==> config.mk <==
export PLATFORM = sky130hd
export DESIGN_NAME = tristate_bus_arbiter_flat
export DESIGN_NICKNAME = d
export VERILOG_FILES = /design/src/rtl/tristate_bus_arbiter_if.sv /design/src/rtl/tristate_bus_arbiter.sv /design/src/flat_wrapper.sv
export SDC_FILE = /design/constraint.sdc
export NUM_CORES = 1
export LEC_CHECK = 0
export BUFFER_PORTS_ARGS = -buffer_cell sky130_fd_sc_hd__buf_4
export CAP_MARGIN = 25
export CELL_PAD_IN_SITES_DETAIL_PLACEMENT = 1
export CELL_PAD_IN_SITES_GLOBAL_PLACEMENT = 2
export CORE_MARGIN = 1
export CORE_UTILIZATION = 38
export CTS_BUF_LIST = sky130_fd_sc_hd__clkbuf_8
export CTS_CLUSTER_SIZE = 8
export DETAILED_ROUTE_END_ITERATION = 8
export MAX_ROUTING_LAYER = met4
export PLACE_DENSITY = 0.94
export SLEW_MARGIN = 20
export SYNTH_ARGS = -nofsm -noshare
export SYNTH_HDL_FRONTEND = slang
export SYNTH_SLANG_ARGS = --single-unit
==> constraint.sdc <==
create_clock -name clk -period 3.6 [get_ports clk]
set_input_delay 0.9 -clock clk [delete_from_list [all_inputs] [get_ports clk]]
set_output_delay 0.9 -clock clk [all_outputs]
set_load 0.1 [all_outputs]
==> src/rtl/tristate_bus_arbiter_if.sv <==
// Handshake bundle between the round-robin bus arbiter and its requesters.
// The arbiter side uses the master modport; requester logic uses slave.
interface tristate_bus_arbiter_if #(
    parameter int N = 4
) ();
    localparam int ID_W = (N > 1) ? $clog2(N) : 1;

    logic [N-1:0]    req;
    logic [N-1:0]    grant;
    logic [N-1:0]    bus_en;
    logic            bus_busy;
    logic [ID_W-1:0] owner_id;
    logic            turn;

    modport master (
        input  req,
        output grant,
        output bus_en,
        output bus_busy,
        output owner_id,
        output turn
    );

    modport slave (
        output req,
        input  grant,
        input  bus_en,
        input  bus_busy,
        input  owner_id,
        input  turn
    );
endinterface

==> src/rtl/tristate_bus_arbiter.sv <==
// Round-robin arbiter for a shared tri-state bus: one-hot registered driver
// enables, a dead turnaround cycle between owners and a contended hold limit.
module tristate_bus_arbiter #(
    parameter int N        = 4,
    parameter int MAX_HOLD = 4
) (
    input  logic                          clk,
    input  logic                          rst_n,
    tristate_bus_arbiter_if.master        bus
);
    localparam int ID_W = (N > 1) ? $clog2(N) : 1;
    localparam logic [3:0] HOLD_LAST = 4'(MAX_HOLD - 1);

    typedef enum logic [1:0] {
        IDLE  = 2'd0,
        GRANT = 2'd1,
        TURN  = 2'd2
    } state_t;

    state_t          state_q, state_d;
    logic [N-1:0]    grant_q, grant_d;
    logic [N-1:0]    bus_en_q;
    logic            busy_q;
    logic [ID_W-1:0] owner_q, owner_d;
    logic [ID_W-1:0] rr_ptr_q, rr_ptr_d;
    logic [3:0]      hold_q, hold_d;
    logic            turn_q, turn_d;

    logic            any_req;
    logic            other_req;
    logic            owner_req;
    logic            hold_limit;
    logic [ID_W-1:0] winner;

    function automatic logic [N-1:0] onehot(input logic [ID_W-1:0] idx);
        logic [N-1:0] v;
        v = '0;
        v[idx] = 1'b1;
        return v;
    endfunction

    assign any_req    = |bus.req;
    assign owner_req  = bus.req[owner_q];
    assign other_req  = |(bus.req & ~onehot(owner_q));
    assign hold_limit = (hold_q == HOLD_LAST);

    // First requester at or above rr_ptr, wrapping past N-1 back to 0.
    always_comb begin
        logic found;
        int   idx;
        found  = 1'b0;
        winner = rr_ptr_q;
        idx    = 0;
        for (int k = 0; k < N; k++) begin
            idx = int'(rr_ptr_q) + k;
            if (idx >= N) idx = idx - N;
            if (!found && bus.req[idx]) begin
                winner = ID_W'(idx);
                found  = 1'b1;
            end
        end
    end

    // NOTE: every variable gets a default before the case so no path leaves
    // one unassigned; a missed default here would infer a latch.
    always_comb begin
        state_d  = state_q;
        grant_d  = grant_q;
        owner_d  = owner_q;
        rr_ptr_d = rr_ptr_q;
        hold_d   = hold_q;
        turn_d   = 1'b0;

        unique case (state_q)
            IDLE: begin
                grant_d = '0;
                if (any_req) begin
                    state_d = GRANT;
                    grant_d = onehot(winner);
                    owner_d = winner;
                    hold_d  = '0;
                end
            end

            GRANT: begin
                if (!owner_req || (hold_limit && other_req)) begin
                    state_d  = TURN;
                    grant_d  = '0;
                    turn_d   = 1'b1;
                    rr_ptr_d = (owner_q == ID_W'(N - 1)) ? '0 : owner_q + 1'b1;
                end else if (hold_limit) begin
                    hold_d = '0;
                end else begin
                    hold_d = hold_q + 4'd1;
                end
            end

            TURN: begin
                grant_d = '0;
                if (any_req) begin
                    state_d = GRANT;
                    grant_d = onehot(winner);
                    owner_d = winner;
                    hold_d  = '0;
                end else begin
                    state_d = IDLE;
                end
            end

            default: begin
                state_d = IDLE;
                grant_d = '0;
            end
        endcase
    end

    // NOTE: sequential state uses non-blocking assignments so every register
    // samples the pre-edge values regardless of statement order.
    always_ff @(posedge clk or negedge rst_n) begin
        if (!rst_n) begin
            state_q  <= IDLE;
            grant_q  <= '0;
            bus_en_q <= '0;
            busy_q   <= 1'b0;
            owner_q  <= '0;
            rr_ptr_q <= '0;
            hold_q   <= '0;
            turn_q   <= 1'b0;
        end else begin
            state_q  <= state_d;
            grant_q  <= grant_d;
            bus_en_q <= grant_d;
            busy_q   <= |grant_d;
            owner_q  <= owner_d;
            rr_ptr_q <= rr_ptr_d;
            hold_q   <= hold_d;
            turn_q   <= turn_d;
        end
    end

    assign bus.grant    = grant_q;
    assign bus.bus_en   = bus_en_q;
    assign bus.bus_busy = busy_q;
    assign bus.owner_id = owner_q;
    assign bus.turn     = turn_q;

    // Two enabled bufif1 drivers would short the bus.
    a_onehot_en: assert property (@(posedge clk) disable iff (!rst_n)
        $onehot0(bus_en_q));
    a_en_matches_grant: assert property (@(posedge clk) disable iff (!rst_n)
        bus_en_q == grant_q);
endmodule
==> src/flat_wrapper.sv <==
// flat-port wrapper written by rule: the top's interface ports become plain ports
module tristate_bus_arbiter_flat 
#(
    parameter int N        = 4,
    parameter int MAX_HOLD = 4
)
  (clk, rst_n, bus_req, bus_grant, bus_bus_en, bus_bus_busy, bus_owner_id, bus_turn);
  tristate_bus_arbiter_if #(.N(N)) bus_i ();
  input  logic clk;
  input  logic rst_n;
  input wire logic [$bits(bus_i.req)-1:0] bus_req;
  output wire logic [$bits(bus_i.grant)-1:0] bus_grant;
  output wire logic [$bits(bus_i.bus_en)-1:0] bus_bus_en;
  output wire logic [$bits(bus_i.bus_busy)-1:0] bus_bus_busy;
  output wire logic [$bits(bus_i.owner_id)-1:0] bus_owner_id;
  output wire logic [$bits(bus_i.turn)-1:0] bus_turn;
  assign bus_i.req = bus_req;
  assign bus_grant = bus_i.grant;
  assign bus_bus_en = bus_i.bus_en;
  assign bus_bus_busy = bus_i.bus_busy;
  assign bus_owner_id = bus_i.owner_id;
  assign bus_turn = bus_i.turn;
  tristate_bus_arbiter #(.N(N), .MAX_HOLD(MAX_HOLD)) u_core (.clk(clk), .rst_n(rst_n), .bus(bus_i));
endmodule
==> metrics.cfg <==
[global_routing]
grt_start_max_net_pins=17
grt_pass1_wl_mm=3.684
first_global_vias=789
grt_remaining_overflow=0
grt_antenna_before_repair=0
grt_usage_pct=19.44

[synthesis]
synth.distinct_cells=36
largest_family_of_logic_cells_by_synthesized_area=compound AO/OA/AOI/OAI gates
synth_simple_gate_area_share_pct=18.48
synth_xor_xnor_area_share_pct=0
postSynth.topFlopCell=dfrtp_1
synth_compound_area_share_pct=19.41
ys_seq_elements=16
ys_seq_area_share_pct=42.55
synthesis.area_per_instance_um2=10.81
yosys-mux-area-fraction_pct=6.915
syn_nets=98
async_flop_share_pct=100.0
yosysWarningCount=0
post_synth_instance_area_um2=940.9
post_synth_fa_ha_maj_area_fraction_pct=6.649
number_of_synthesized_flops_with_an_enable_pin=0
synthesis.instances=87

[finish]
area_delta_synth_final_pct=20.35
layout-drive-gt1-share_pct=26.92
antenna_cells=0
layout_common_cells=buf_4 (18), dfrtp_1 (16), nand2_1 (8)
final_common_cell=buf_4
num-nets-final=116

[route]
drc_violation_count_after_routing=0
route.antenna.remaining_nets=0
post_drt_wl_per_cell_um=15.83
route.final.wire_length_mm=2.089
detailedRoute.firstIterationViolations=8
first_pass_iters=4
dr_total_vias=720
vias_per_cell=5.455

[clock_network]
clock_latency_ns=0.25
cts-htree-levels=1
clock-sinks=16
cts_buffers=3
cts_post_setup_buffers_inserted=0
tritoncts=done
worst_setup_hold_path_clk_slew_ns=0.06
hold_buffers=0
clockRootBuffer=clkbuf_8
cts_max_path_buffers=2
cts_resized=0

[setup_path]
critical_path_class=in2reg
crit_fanout=8
worst_r2r_path_depth=6
worstPathArrival_ns=2.18
worst-endpoint-required_ns=3.73
critical_path.startpoint_type=input port
cp-end-kind=flop

[die]
pin_count=18
initial_utilization_pct=41.34
count_of_standard_cell_rows=17
die_width_um=51.76
die_y_um=51.76
fp.coreArea_mm2=0.002276
design.die.area_mm2=0.002679

[timing]
setup_violation_total_in_the_final_timing_report=0
min_period_over_period_pct=57.03
setup_total_negative_slack_ns=0
fin_worst_skew_ns=0.003785
maxSlewViolCount=0
max_slew.worst_pin.slew_ns=0.5091
clock.fmax_ghz=0.4871
unrepaired_setup_endpoints_after_global_routing=no
relSlewSlack_pct=65.81
final.min_clock_period_ns=2.053
timing.final.hold_violations=0

[min_path]
hold_path.class=in2async

[placed_design]
dp_hpwl_mm=1.610
gp_congestion=0.7227
io_buffers=17

[job]
max_cap_violations=0

[outcome]
run_status=complete, no violations

-- kinds of logic (layout without fill, tap and decap cells) --
group,Yosys count,in the layout
and+or+nand+nor,28,28
AOI/OAI and AO/OA,22,22
DFF,16,16
buffers and inverters,11,28
adders and majority gates,5,5
muxes,5,5
-- area by class of cell --
class | instances | area (um^2)
fill | 266 | 1144
inverter | 6 | 22.52
sequential | 16 | 400.4
timing repair buffer | 18 | 135.1
multi-input combinational | 60 | 484.2
clock buffer | 4 | 55.05
tap | 28 | 35.03
-- registers in the layout, indices dropped and copies added (netlist names) --
| signal | count |
|---|---|
| u_core.bus.grant | 4 |
| u_core.state_q | 2 |
| u_core.bus.bus_busy | 1 |
| u_core.bus.turn | 1 |
| u_core.bus.owner_id | 2 |
| u_core.hold_q | 4 |
| u_core.rr_ptr_q | 2 |
-- final timing paths --
kind                                               startpoint  slack (ns)                              to
min                                                     rst_n        0.50   u_core.bus.bus_busy$_DFF_PN0_
min reg2reg                      u_core.hold_q[3]$_DFFE_PN0P_        0.50    u_core.hold_q[3]$_DFFE_PN0P_
max                                                bus_req[3]        1.55  u_core.rr_ptr_q[1]$_DFFE_PN0P_
max in group asynchronous                               rst_n        2.92       u_core.bus.turn$_DFF_PN0_
min in group clk                 u_core.hold_q[3]$_DFFE_PN0P_        0.50    u_core.hold_q[3]$_DFFE_PN0P_
max reg2reg                u_core.bus.owner_id[0]$_DFFE_PN0P_        1.64  u_core.rr_ptr_q[1]$_DFFE_PN0P_
-- synth_stat cells (2+ instances only) --
master	instances	area, um^2
a21oi_1	2	10.01
a22o_1	2	17.52
buf_4	4	30.03
dfrtp_1	16	400.4
ha_1	5	62.56
inv_1	5	18.77
mux2_1	2	22.52
mux2i_1	2	20.02
nand2_1	8	30.03
nand2b_1	5	31.28
nand3_1	2	10.01
nor2_1	2	7.510
nor2b_1	4	25.02
o21ai_0	3	15.01
o22a_1	2	17.52
o22ai_1	2	12.51
o2bb2ai_1	2	17.52
-- worst max-delay path, cell delays in order --
cell and delay, ns:
buf_4 0.14, mux4_2 0.52, inv_2 0.14, o21a_2 0.16, mux2_1 0.32
-- routing by layer --
layer / vias up / share of wire [%] / routed length (um) / track usage, %
met3: 2 / 1.9 / 40 / 2.632
met5: - / 0 / 0 / -
met2: 8 / 51 / 1056 / 30.09
met1: 365 / 47 / 977 / 25.60
li1: 345 / - / - / -
met4: 0 / 0.67 / 14 / 8.108
-- through the flow --
stage	setup WS, ns	cell area (um^2)	hold slack, ns	std cells	utilization [%]
floorplan	1.157	940.9	0.4519	87	-
global placement	1.345	1077	0.4841	128	47.33
detailed placement	1.303	1077	0.4927	128	47.33
CTS	1.550	1132	0.5012	132	49.75
global route	1.518	1132	0.5103	132	49.75
finish	1.547	1132	0.4981	132	49.75
Power is left out: the tool's default activity adds up to more than one toggle a clock period on the data nets, which glitch-free logic cannot reach.
